### src/rtl/barrel_shifter_csd_sched.sv
// barrel_shifter_csd_sched: schedules shift jobs from two requesters onto one
// external barrel_shifter_csd. Requesters take turns through a round-robin pointer.
// Amounts above W-1 are split into two shifter passes. Each job returns one
// tagged result on a valid/ready response port.
// Optional build macro: BKM_SHIFT_SCHED_BYPASS_EN. When it is defined, an
// amount-0 job goes straight to RESP without using the shifter.
module barrel_shifter_csd_sched #(
  parameter int W     = 8,
  parameter int LOG2W = 3
) (
  input  logic                     clk,
  input  logic                     rst_n,
  input  logic [1:0]               req_valid,
  output logic [1:0]               req_ready,
  input  logic [1:0]               req_dir,
  input  logic [1:0]               req_op,
  input  logic [1:0]               req_shift_t,
  input  logic [2*(LOG2W+1)-1:0]   req_amt,
  input  logic [2*W-1:0]           req_data,
  output logic                     rsp_valid,
  input  logic                     rsp_ready,
  output logic                     rsp_id,
  output logic [W-1:0]             rsp_data,
  output logic                     bs_dir,
  output logic                     bs_op,
  output logic                     bs_shift_t,
  output logic [LOG2W-1:0]         bs_sel,
  output logic [W-1:0]             bs_in,
  input  logic [W-1:0]             bs_out,
  output logic                     busy
);

  localparam int AW = LOG2W + 1;
  // Largest total amount two passes can cover; 2W-1 is clamped down to this.
  localparam logic [AW-1:0]    AMT_MAX  = AW'(2 * W - 2);
  localparam logic [AW-1:0]    PASS_MAX = AW'(W - 1);
  localparam logic [LOG2W-1:0] SEL_MAX  = LOG2W'(W - 1);

  typedef enum logic [1:0] {
    IDLE  = 2'd0,
    PASS1 = 2'd1,
    PASS2 = 2'd2,
    RESP  = 2'd3
  } state_t;

  state_t state, state_next;

  logic           ptr;
  logic           job_dir, job_op, job_shift_t, job_id;
  logic [AW-1:0]  job_amt;     // remaining amount; reduced after each pass
  logic [W-1:0]   job_data;

  logic           grant_idx;
  logic           accept;
  logic [AW-1:0]  amt_raw, amt_in;
  logic [W-1:0]   data_in;
  logic [LOG2W-1:0] sel;
  logic [AW-1:0]  rem;

  // Grant: one-hot ready to the highest-priority valid requester, and only in IDLE
  always_comb begin
    grant_idx = 1'b0;
    req_ready = 2'b00;
    if (state == IDLE) begin
      case (req_valid)
        2'b01:   begin grant_idx = 1'b0; req_ready = 2'b01; end
        2'b10:   begin grant_idx = 1'b1; req_ready = 2'b10; end
        2'b11:   begin grant_idx = ptr;  req_ready = ptr ? 2'b10 : 2'b01; end
        default: begin grant_idx = 1'b0; req_ready = 2'b00; end
      endcase
    end else begin
      grant_idx = 1'b0;
      req_ready = 2'b00;
    end
  end

  assign accept = |req_ready;

  // Select the granted requester's payload and clamp its amount to the two-pass limit
  always_comb begin
    if (grant_idx) begin
      amt_raw = req_amt[2*AW-1:AW];
      data_in = req_data[2*W-1:W];
    end else begin
      amt_raw = req_amt[AW-1:0];
      data_in = req_data[W-1:0];
    end
    if (amt_raw > AMT_MAX) amt_in = AMT_MAX;
    else                   amt_in = amt_raw;
  end

  // Per-pass shifter select and the amount still left after this pass
  always_comb begin
    sel = {LOG2W{1'b0}};
    case (state)
      PASS1: begin
        if (job_amt >= PASS_MAX) sel = SEL_MAX;
        else                     sel = job_amt[LOG2W-1:0];
      end
      PASS2:   sel = job_amt[LOG2W-1:0];
      default: sel = {LOG2W{1'b0}};
    endcase
    rem = job_amt - {1'b0, sel};
  end

  // Next-state logic for the job sequencer
  always_comb begin
    state_next = state;
    case (state)
      IDLE: begin
        if (accept) begin
`ifdef BKM_SHIFT_SCHED_BYPASS_EN
          if (amt_in == {AW{1'b0}}) state_next = RESP;
          else                      state_next = PASS1;
`else
          state_next = PASS1;
`endif
        end else begin
          state_next = IDLE;
        end
      end
      PASS1: begin
        if (rem != {AW{1'b0}}) state_next = PASS2;
        else                   state_next = RESP;
      end
      PASS2:   state_next = RESP;
      RESP: begin
        if (rsp_ready) state_next = IDLE;
        else           state_next = RESP;
      end
      default: state_next = IDLE;
    endcase
  end

  // State register
  always_ff @(posedge clk or negedge rst_n) begin
    if (!rst_n) state <= IDLE;
    else        state <= state_next;
  end

  // Job registers: capture on accept, take shifter output on each pass
  always_ff @(posedge clk or negedge rst_n) begin
    if (!rst_n) begin
      ptr         <= 1'b0;
      job_dir     <= 1'b0;
      job_op      <= 1'b0;
      job_shift_t <= 1'b0;
      job_id      <= 1'b0;
      job_amt     <= {AW{1'b0}};
      job_data    <= {W{1'b0}};
    end else begin
      case (state)
        IDLE: begin
          if (accept) begin
            ptr         <= ~grant_idx;
            job_dir     <= req_dir[grant_idx];
            job_op      <= req_op[grant_idx];
            job_shift_t <= req_shift_t[grant_idx];
            job_id      <= grant_idx;
            job_amt     <= amt_in;
            job_data    <= data_in;
          end
        end
        PASS1, PASS2: begin
          job_data <= bs_out;
          job_amt  <= rem;
        end
        default: begin
        end
      endcase
    end
  end

  assign bs_dir     = job_dir;
  assign bs_op      = job_op;
  assign bs_shift_t = job_shift_t;
  assign bs_sel     = sel;
  assign bs_in      = job_data;
  assign rsp_valid  = (state == RESP);
  assign rsp_data   = job_data;
  assign rsp_id     = job_id;
  assign busy       = (state != IDLE);

endmodule

### config.mk
export PLATFORM = sky130hd
export DESIGN_NAME = barrel_shifter_csd_sched
export DESIGN_NICKNAME = d
export VERILOG_FILES = /design/src/rtl/barrel_shifter_csd_sched.sv
export SDC_FILE = /design/constraint.sdc
export NUM_CORES = 1
export LEC_CHECK = 0
export BUFFER_PORTS_ARGS = -buffer_cell sky130_fd_sc_hd__buf_2
export CAP_MARGIN = 20
export CORE_AREA = 2 2 63 65
export CTS_CLUSTER_DIAMETER = 30
export CTS_CLUSTER_SIZE = 20
export DETAILED_ROUTE_END_ITERATION = 6
export DIE_AREA = 0 0 65 67
export PLACE_DENSITY = 0.7
export SKIP_LAST_GASP = 1
export SYNTH_ARGS = -nofsm -noshare
export SYNTH_HDL_FRONTEND = slang
export SYNTH_SLANG_ARGS = --single-unit
### constraint.sdc
create_clock -name clk -period 2.3 [get_ports clk]
set_input_delay 0.115 -clock clk [delete_from_list [all_inputs] [get_ports clk]]
set_output_delay 0.115 -clock clk [all_outputs]
set_load 0.005 [all_outputs]
# Yosys cells after proc, flatten, opt, wreduce, memory -nomap -nowiden

Cells that the tools add are included.

Register bits after elaboration: 19
Bits in latches: 0
Memory bits (writable): 0
ROM bits: 0
Output and inout port bits: 27
Logic and storage cells: 52
Memories kept: 0

$add $sub $neg: 1
$mul: 0
Divide/modulo/power cells: 0
Magnitude comparators: 3
Eq/ne operators: 7
Shift operators: 0
Muxes and demuxes: 24
Bitwise logic cells: 1
Reduce and logical (&&, ||, !) cells: 8

Operator list:

| operator                                                          | count |
|---|---|
| two-way mux 8 bit                                                 | 2 |
| one-hot mux 8 bit (2 select lines)                                | 1 |
| two-way mux 4 bit                                                 | 3 |
| two-way mux 1 bit                                                 | 9 |
| == test 2 bit, second input constant                              | 4 |
| one-hot mux 2 bit (4 select lines)                                | 1 |
| one-hot mux 4 bit (2 select lines)                                | 1 |
| two-way mux 2 bit                                                 | 3 |
| one-hot mux 2 bit (3 select lines)                                | 1 |
| one-hot mux 3 bit (2 select lines)                                | 1 |
| == test 2 x 1 -> 1 bit, second input constant                     | 2 |
| greater-or-equal comparator 4 x 3 -> 1 bit, second input constant | 1 |
| greater-than comparator 4 bit, second input constant              | 1 |
| AND reduction 2 bit                                               | 2 |
| nonzero test 2 bit                                                | 2 |
| nonzero test 4 bit                                                | 1 |
| OR reduction 2 bit                                                | 2 |
| subtractor 4 x 3 -> 4 bit                                         | 1 |
| two-way mux 3 bit                                                 | 1 |
| zero test 2 bit                                                   | 1 |
| less-than comparator 1 x 2 -> 1 bit, second input constant        | 1 |
| != test 2 bit, second input constant                              | 1 |
| one-hot mux 1 bit (2 select lines)                                | 1 |
| NOT 1 bit                                                         | 1 |

# Longest topological paths before layout

Gate-level depths: netlist (run 1).

Depth after elaboration: 8
Gate-level depth with buffers: 12

# Worst setup path before layout (run 1)

Ideal clock, no wire load.

Path type: register to register
Start point: register state[1]
End point: register job_amt[2]
Library setup time: 0.121 ns
Arrival: 2.514 ns
Slack: -0.335 ns
Stages on the path, launching flop included: 13
Period minus slack after synthesis: 2.635 ns
Path through: dfrtp_1 -> inv_1 -> ha_1 -> clkbuf_1 -> inv_1 -> clkbuf_1 -> a21oi_1 -> ha_1 -> inv_1 -> fa_1 -> xnor2_1 -> a21oi_1 -> a22o_1

Elaborated cells on any way between the ends: 17
Those cells by class: add/sub: 1; order compare: 1; eq/ne: 3; mux: 7; reduce/logical: 5

RTL lines:

| element                                                        | line | RTL |
|---|---|---|
| from (decl)                                                    | 46   | `state_t state, state_next;` |
| from (signal assigned)                                         | 138  | `else state <= state_next;` |
| == test 2 bit / == test 2 x 1 -> 1 bit (equally long branches) | 95   | `case (state)` |
| one-hot mux 3 bit (2 select lines) *                           | 95   |  |
| via bs_sel[0]                                                  | 27   | `output logic [LOG2W-1:0] bs_sel,` |
| subtractor 4 x 3 -> 4 bit *                                    | 103  | `rem = job_amt - {1'b0, sel};` |
| one-hot mux 4 bit (2 select lines) *                           | 152  | `case (state)` |
| to (signal assigned)                                           | 149  | `job_amt <= {AW{1'b0}};` |
| to (signal assigned)                                           | 160  | `job_amt <= amt_in;` |
| to (signal assigned)                                           | 166  | `job_amt <= rem;` |
| to (decl)                                                      | 50   | `logic [AW-1:0] job_amt;` |

The timed path passes the listed nets; every way through them passes the cells marked *. The select of a mux whose other input is x is not followed.
A chain may end at the register's enable or synchronous reset.

# Final worst setup path (run 1)

Start point: register state[0]
End point: register job_amt[3]

Longest elaborated chain between the ends: 7
Elaborated cells on any way between the ends: 17
Those cells by class: add/sub: 1; order compare: 1; eq/ne: 3; mux: 7; reduce/logical: 5

Ends and longest elaborated chain:

| element                            | line    | RTL |
|---|---|---|
| zero test 2 bit                    | 64, 152 |  |
| two-way mux 1 bit                  | 64      | `if (state == IDLE) begin` |
| two-way mux 4 bit                  | 81      | `if (grant_idx) begin` |
| greater-than comparator 4 bit      | 88      | `if (amt_raw > AMT_MAX) amt_in = AMT_MAX;` |
| two-way mux 4 bit                  | 88      |  |
| two-way mux 4 bit                  | 154     | `if (accept) begin` |
| one-hot mux 4 bit (2 select lines) | 152     |  |

Several ways; a longest one is shown, not always the timed one. The select of a mux whose other input is x is not followed.

==> qor.txt, run 1 <==
status: completed
DP HPWL: 2790 microns
Final Hold Viols: 0
hold_ws: 0.0867 ns
CTS H-Tree Depth: 1
fraction of layout cells with a size suffix above 1: 45.4%
sequential element share of the synthesized area: 35.8%
FP Rows: 22
Mapped Avg Cell Area: 8.39 sq um
clk_lat worst skew: 0.26 ns
Final Cell Area: 0.00187 sq mm
clock-pin transition on the worst setup and hold timing paths: 0.08 ns
number of vias per cell: 5.03
dominant synthesized flop cell: dfrtp_1
final slew viol count: 0
Hold EP: bs_op
Post-synth EDFFs: 0
FF-to-FF path depth: 11
area of the core: 0.00361 sq mm
Hold Path Cell Cnt: 3
# IOs: 70
Die ar.: 0.00436 sq mm
# Max-Cap Violations: 0
Arr. time, crit path: 2.39 ns
clk sinks: 19
Initial DRT Pass Iterations: 4
Total Routing Usage GR: 16.0%
min Tclk post-route: 2.25 ns
FMAX: 0.445 GHz
Worst EP required: 2.44 ns
drt initial violations: 62
Antenna Violating Nets Remaining: 0
via count: 1394
worst-margin pin slew: 0.451 ns
Non-Filler Instances: 277
crit start category: register
Seq cells post-synth: 19
Ys Warns: 0
fin crit share: 97.6%
unique cell type count in the Yosys netlist: 36
placed cells: 267
number of global-route vias before repair: 1190
P_leak: 0.000973 uW
final setup violation count: 0
Wirelength per Cell: 13.5 microns
Cells after Synth: 158
final net count: 281
DP Area: 0.00171 sq mm
most frequent cell after synthesis: nand2_1
commonest cells in the netlist: 20 x nand2_1, 19 x dfrtp_1, 19 x nor2_1
Worst Slack Setup Final: 0.0541 ns
die width: 65 microns
syn_nets: 209
initial antenna violation count: 0
diode count: 0
largest net degree at the start of global routing: 20
Starting Density: 36.8%
Crit Path Category: register to register
pre-CTS WS: 0.0292 ns
PD cells: 1650 mW/mm^2
final wirelength: 3750 microns
Die H: 67 microns
clock skew after layout: 0.00381 ns
hold crit path type: input port to register
TritonCTS Buffers: 3
HP Start: req_op[1]
root buffer cell: clkbuf_8
critical path endpoint category: register
reg-to-reg endpoint: job_amt[3]
FF-to-FF Start: state[0]
Synth area leaders: dfrtp_1 36%, ha_1 6.6%, nand2_1 5.7%, o31ai_1 5.7%, nor2_1 5.4%
slew margin rel.: 69.9%
leading area contributor after synthesis: dfrtp_1
clock buffer depth: 2
DRC: 0
Async SR Flop Fraction: 100%
CTS tree: yes
Layout Area Growth over Synthesis: 40.8%
Synth Cell Area: 0.00133 sq mm
share of the synthesized area in the top cell type: 35.8%
number of port buffers: 69
GP Congestion: 0.848
Peak VDD IR: 826 uV
grt ovf: 0
Crit Path Max Fanout: 4
global-route wire length before repair: 5410 microns
reg2reg setup slack: 0.05 ns
[layer usage]
layer | wire (microns) | share of wire [%] | global-route usage (%)
met5 | 0 | 0 | 0
met4 | 46 | 1.2 | 3.99
met3 | 345 | 9.2 | 2.36
met2 | 1790 | 48 | 27.3
met1 | 1570 | 42 | 21.1
[flip-flops by register name, indices dropped and copies added (netlist names)]
signal	cells
ptr	1
bs_shift_t	1
bs_in	8
state	2
bs_op	1
rsp_id	1
bs_dir	1
job_amt	4
[what timing repair did]
item,CTS,global route
resized for setup,1,15
hold buffers,1,0
setup endpoints to repair,1,4
endpoints found under the hold margin,19,0
buffers inserted,0,5
pin swaps,0,6
[worst max-delay path by stage]
stage                  start          to  slack, ns
floorplan           state[1]  job_amt[2]       0.02
global placement    state[0]  job_amt[2]       0.12
detailed placement  state[0]  job_amt[2]       0.03
CTS                 state[1]  job_amt[2]       0.01
global route        state[0]  job_amt[3]      -0.03
finish              state[0]  job_amt[3]       0.05
[power breakdown]
group,internal (uW),switching (uW),total [uW]
Combinational,1060,1120,2180
Clock,121,118,239
Sequential,525,133,658
Total,1710,1370,3080
[layout by cell type (no fill, tap or decap), drive strengths merged, types with 2 or more instances in the layout]
cell type,synthesis,layout
nand3,4,4
a21oi,4,4
clkbuf,4,3
o21ai,8,8
and3,10,10
ha,7,7
o31ai,10,10
inv,10,10
dfrtp,19,19
nor2,19,19
a211oi,9,9
nand2,21,21
o22ai,3,3
xnor2,2,2
buf,12,82
[area by class of cell]
type	instances	area, sq um
fillers	363	1740
multi-input cells	113	795
flip-flops and latches	19	475
repair buffers	83	453
well taps	48	60.1
clock buffers	3	41.3
inverters	10	37.5
clock inverters	1	5.00
[worst max-delay path: stages, from the launching register on]
cell     delay (ns)
dfrtp_1        0.39
buf_4          0.15
ha_4           0.16
buf_4          0.13
o21ai_1        0.12
nand2_1        0.08
nand2_2        0.10
ha_4           0.22
a21oi_1        0.18
nand2_1        0.10
a21o_1         0.19
a221o_1        0.33
[through the flow]
stage | TNS (ns) | util [%] | total power, uW
floorplan | 0 | - | 2090
global placement | 0 | 47.3 | 2540
detailed placement | 0 | 47.3 | 2570
CTS | 0 | 48.9 | 2810
global route | -0.0383 | 51.8 | 3360
finish | 0 | 51.8 | 3080
[cell families (layout without fill, tap and decap cells)]
logic type | Yosys count | count (layout) | share of synthesized area [%]
AOI/OAI and AO/OA | 41 | 41 | 21.4
and+or+nand+nor | 61 | 61 | 21.9
buffers and inverters | 26 | 97 | 10.6
xor gates and xnor gates | 2 | 2 | 1.32
muxes | 1 | 1 | 0.849
adders and majority gates | 8 | 8 | 8.11
DFF | 19 | 19 | 35.8
No activity file was read; power rests on OpenSTA's default activity.
==> inputs of run 2 (changes only) <==
==> constraint.sdc (replaced) <==
create_clock -name clk -period 1.9 [get_ports clk]
set_input_delay 0.095 -clock clk [delete_from_list [all_inputs] [get_ports clk]]
set_output_delay 0.095 -clock clk [all_outputs]
set_load 0.005 [all_outputs]
==> run 2 against run 1 <==
Compared with the run above:
- non-clock buffer count is 13 higher
- cell count rose by 4.7%
- hold slack got worse by 0.0038 ns
- the flow now finishes with violations (negative setup slack)
- critical path depth down 1
- wire length increased by 2.3%
- flip-flop and latch count unchanged
- count of clock-buffer cells in the layout increased by 1
- setup slack got worse by 0.26 ns
- sequential power rose by 17%
- clock skew is 0.0023 ns higher
- clock power rose by 20%
==> qor.txt, run 2 (same netlist as run 1, synthesis figures left out) <==
Final Hold Viols: 0
Wirelength per Cell: 13.2 microns
Arr. time, crit path: 2.26 ns
failing checks: negative setup slack
P_leak: 0.00104 uW
grt ovf: 0
initial antenna violation count: 0
max reg flops: 8
Crit Path Max Fanout: 3
# Max-Cap Violations: 0
fraction of layout cells with a size suffix above 1: 51.2%
Sw Share: 43.5%
GP Congestion: 0.802
Peak VDD IR: 1230 uV
Total Routing Usage GR: 17.4%
Worst path max stage delay: 0.43 ns
P_int: 2320 uW
status: complete, but fails checks
reg2reg setup slack: -0.21 ns
number of port buffers: 69
number of global-route vias before repair: 1355
crit start category: register
FF-to-FF Start: state[0]
DP HPWL: 2960 microns
hold crit path type: input port to register
drt initial violations: 62
DRC: 0
global-route wire length before repair: 5870 microns
Worst Path Buf+Inv: 3
clock skew after layout: 0.00612 ns
register area: 475 sq um
area of the core: 0.00361 sq mm
Die ar.: 0.00436 sq mm
FP Rows: 22
Largest delay share family, worst path: adder cells
clk_lat worst skew: 0.26 ns
Worst Slack Setup Final: -0.207 ns
commonest non-fill, non-tap cell in the layout: buf_2
Hold EP: bs_dir
critical path endpoint category: register
final wirelength: 3840 microns
Clk network pwr share: 7.0%
root buffer cell: clkbuf_8
multi-input combinational cell area: 828 sq um
pre-CTS WS: -0.380 ns
# IOs: 70
FMAX: 0.475 GHz
DP Area: 0.00186 sq mm
clock buffer depth: 2
Final Cell Area: 0.00200 sq mm
Flop pwr share: 18.8%
clock-pin transition on the worst setup and hold timing paths: 0.08 ns
worst-margin pin slew: 0.467 ns
TritonCTS Buffers: 3
largest net degree at the start of global routing: 20
Die H: 67 microns
Crit Path Category: register to register
slew margin rel.: 68.9%
fin crit share: 111%
Layout Area Growth over Synthesis: 51.0%
Hold Path Cell Cnt: 3
Comb pwr share: 74.2%
PD cells: 2050 mW/mm^2
Worst EP required: 2.05 ns
CTS H-Tree Depth: 1
final net count: 294
reg-to-reg endpoint: job_amt[2]
FF-to-FF path depth: 10
most frequent cells in the layout: 69 x buf_2, 25 x buf_4, 19 x dfrtp_1, 17 x nand2_1, 17 x nor2_1
Antenna Violating Nets Remaining: 0
CTS tree: yes
diode count: 0
HP Start: req_dir[1]
Initial DRT Pass Iterations: 4
worst-path cell chain: inv_2 > ha_4 > inv_4 > a21oi_4 > ha_4 > inv_2 > fa_2 > xnor2_2 > a21oi_1 > a22o_1
filler cell count: 341
RSZ-0062 raised after global routing: true
Critical-path top delay cell: dfrtp_1
final setup violation count: 4
min Tclk post-route: 2.11 ns
final slew viol count: 0
number of vias per cell: 4.90
die width: 65 microns
via count: 1420
net load switching power: 1780 uW
clk sinks: 19
Starting Density: 36.8%
==> run 2: cell count changes in the layout (fill, tap and decap cells not counted), moves of 2 or more <==
cell and delta:
buf_4 +12, nand2_2 +2, nand2_1 -2, o21ai_2 +2
o21ai_1 -2
==> run 2: per-layer routing <==
| metal | part of all wire, % | GRT usage (%) | vias to the layer above |
|---|---|---|---|
| li1 | - | - | 719 |
| met1 | 46 | 22.7 | 648 |
| met2 | 48 | 30.5 | 51 |
| met3 | 5.6 | 2.53 | 2 |
| met4 | 0.21 | 3.46 | 0 |
| met5 | 0 | 0 | - |
==> run 2: worst reg2reg max path: cells and delay by family (launching register included) <==
family                   cells  cell delay, ns
adder cells (fa/ha/maj)      3            0.82
flip-flops                   1            0.43
AO/OA/AOI/OAI                3            0.43
buffers and inverters        3            0.18
XOR/XNOR                     1            0.14
==> run 2: timing repair <==
action / CTS / global route
pin swaps: 11 / 6
resized for setup: 14 / 6
gates cloned: 0 / 0
setup buffers: 1 / 1
setup endpoints to repair: 4 / 5
hold endpoints to repair: 19 / 0
hold buffers: 1 / 0
==> run 2: area by class of cell <==
type	count	area share (%)
sequential	19	23.7
tap	48	3.00
inverter	10	2.00
timing repair buffer	96	27.7
clock buffer	4	2.25
multi-input combinational	113	41.3
==> run 2: power by group through the flow <==
stage | registers (uW) | logic [uW] | clock network [uW]
after floorplan | 793 | 1860 | 0
after global placement | 767 | 2680 | 0
after detailed placement | 767 | 2750 | 0
after CTS | 774 | 2930 | 296
after global routing | 800 | 3360 | 314
final | 771 | 3040 | 287
==> run 2: through the flow <==
| stage | std cells | TNS, ns | hold WS (ns) | util [%] | total power [uW] |
|---|---|---|---|---|---|
| finish | 290 | -0.768 | 0.0829 | 55.6 | 4100 |
| global route | 290 | -1.10 | 0.0812 | 55.6 | 4480 |
| CTS | 289 | -0.679 | 0.0783 | 54.9 | 4000 |
| detailed placement | 284 | -1.32 | 0.0791 | 51.5 | 3520 |
| global placement | 284 | -0.880 | 0.0697 | 51.5 | 3440 |
| floorplan | 158 | -1.22 | -0.201 | - | 2650 |
==> run 2: worst max-delay path by stage <==
stage / from / end / slack, ns / cells after the start
4_1_cts: state[0] / job_amt[1] / -0.22 / 9
5_1_grt: state[0] / job_amt[2] / -0.28 / 10
2_1_floorplan: state[1] / job_amt[2] / -0.35 / 12
6_report: state[0] / job_amt[2] / -0.21 / 10
3_3_place_gp: state[1] / state[0] / -0.26 / 11
3_5_place_dp: state[0] / job_amt[1] / -0.38 / 10
==> inputs of run 3 (changes only) <==
--- a/config.mk
+++ b/config.mk
@@ -13,6 +13,7 @@
 export DETAILED_ROUTE_END_ITERATION = 6
 export DIE_AREA = 0 0 65 67
 export PLACE_DENSITY = 0.7
+export SETUP_SLACK_MARGIN = 0.2
 export SKIP_LAST_GASP = 1
 export SYNTH_ARGS = -nofsm -noshare
 export SYNTH_HDL_FRONTEND = slang
==> run 3 against run 2 <==
Compared with the run above:
- total power rose by 22%
- setup slack worse by 0.079 ns
- largest power group unchanged
- highest routed layer unchanged
- non-clock buffer count grew 10
- the flow still finishes with violations (negative setup slack)
- count of clock-buffer cells in the layout decreased by 1
- critical endpoint is now state[0]
- flip-flop and latch count did not move
- combinational power is 28% higher
==> qor.txt, run 3 (same netlist as run 1, synthesis figures left out) <==
placed cells: 284
final slew viol count: 0
FP Rows: 22
critical path endpoint category: register
Worst Slack Setup Final: -0.287 ns
status: complete, but fails checks
final wirelength: 4350 microns
DRC: 0
grt ovf: 0
GP Congestion: 0.812
# IOs: 70
Die H: 67 microns
final net count: 305
PD cells: 2230 mW/mm^2
clock-pin transition on the worst setup and hold timing paths: 0.08 ns
final setup violation count: 4
FF-to-FF Start: state[0]
clk sinks: 19
clk_lat worst skew: 0.26 ns
HP Start: req_shift_t[1]
P_leak: 0.00114 uW
Starting Density: 36.8%
diode count: 0
clock buffer depth: 2
initial antenna violation count: 0
failing checks: negative setup slack
slew margin rel.: 70.5%
crit start category: register
commonest non-fill, non-tap cell in the layout: buf_2
via count: 1526
overall power: 4990 uW
Die ar.: 0.00436 sq mm
clock skew after layout: 0.00761 ns
number of port buffers: 69
Critical Path Source: state[0]
Crit Path Category: register to register
Crit Path Max Fanout: 3
Total Routing Usage GR: 19.2%
fin crit share: 115%
Antenna Violating Nets Remaining: 0
TritonCTS Buffers: 3
CTS tree: yes
area of the core: 0.00361 sq mm
# Max-Cap Violations: 0
Wirelength per Cell: 14.4 microns
fraction of layout cells with a size suffix above 1: 60.1%
RSZ-0062 raised after global routing: true
DP HPWL: 2890 microns
hold crit path type: input port to register
Non-Filler Instances: 301
Worst EP required: 2.09 ns
Arr. time, crit path: 2.37 ns
CTS H-Tree Depth: 1
drt initial violations: 37
most frequent cells in the layout: 69 x buf_2, 23 x buf_4, 19 x nor2_1, 19 x dfrtp_1
worst-margin pin slew: 0.443 ns
FF-to-FF path depth: 12
global-route wire length before repair: 6400 microns
Initial DRT Pass Iterations: 4
die width: 65 microns
FMAX: 0.457 GHz
max reg flops: 8
Layout Area Growth over Synthesis: 68.8%
number of global-route vias before repair: 1439
largest net degree at the start of global routing: 20
Final Hold Viols: 0
Hold Path Cell Cnt: 3
number of vias per cell: 5.07
filler cell count: 329
root buffer cell: clkbuf_8
Peak VDD IR: 956 uV
min Tclk post-route: 2.19 ns
## run 3: metrics by stage
stage	hold WS, ns	util, %	setup slack (ns)	area (sq um)	setup TNS, ns
floorplan	-0.201	-	-0.337	1400	-1.18
global placement	0.0609	51.8	-0.242	1870	-1.26
detailed placement	0.0676	51.8	-0.331	1870	-1.73
CTS	0.0706	57.0	-0.247	2060	-0.844
global route	0.108	62.1	-0.391	2240	-1.28
finish	0.0709	62.1	-0.287	2240	-0.901
## run 3: worst paths after layout
path / to / slack, ns
max: state[0] / -0.29
min: bs_shift_t / 0.07
max reg2reg: state[0] / -0.29
min reg2reg: rsp_id / 0.49
max in group asynchronous: rsp_id / 1.27
min in group asynchronous: bs_in[1] / 0.32
## run 3: cell type report
| class | count | area [sq um] | share of cell area (%) |
|---|---|---|---|
| clock buffers | 3 | 41.3 | 1.84 |
| well taps | 48 | 60.1 | 2.68 |
| multi-input cells | 114 | 933 | 41.7 |
| clock inverters | 1 | 5.00 | 0.224 |
| inverters | 10 | 40.0 | 1.79 |
| repair buffers | 106 | 683 | 30.5 |
| flip-flops and latches | 19 | 475 | 21.2 |
## run 3: where the power goes
part	switching, uW	leakage, uW	internal [uW]
combinational	1830	0.000893	2060
sequential	171	0.000222	635
clock	148	0.0000255	146
total	2150	0.00114	2840
## run 3: what timing repair did
item                       CTS  global route
hold endpoints to repair    19             0
hold buffers                 1             0
resized for setup           19            35
setup buffers                5             6
pin swaps                   11            12
gates cloned                 1             0
setup endpoints to repair   16            17
## run 3: per-layer routing
metal	global-route usage [%]	share of wire (%)	vias up
li1	-	-	740
met4	3.99	0.55	0
met2	34.8	50	79
met1	24.4	42	704
met3	2.53	7.9	3
met5	0	0	-
## run 3: worst max-delay path: stages, from the launching register on
cell,delay [ns]
dfrtp_1,0.40
inv_2,0.08
buf_6,0.12
ha_4,0.28
inv_4,0.04
a21oi_4,0.14
ha_4,0.15
inv_2,0.03
fa_2,0.34
xnor2_2,0.18
buf_4,0.14
nand3_1,0.06
o21ai_1,0.14
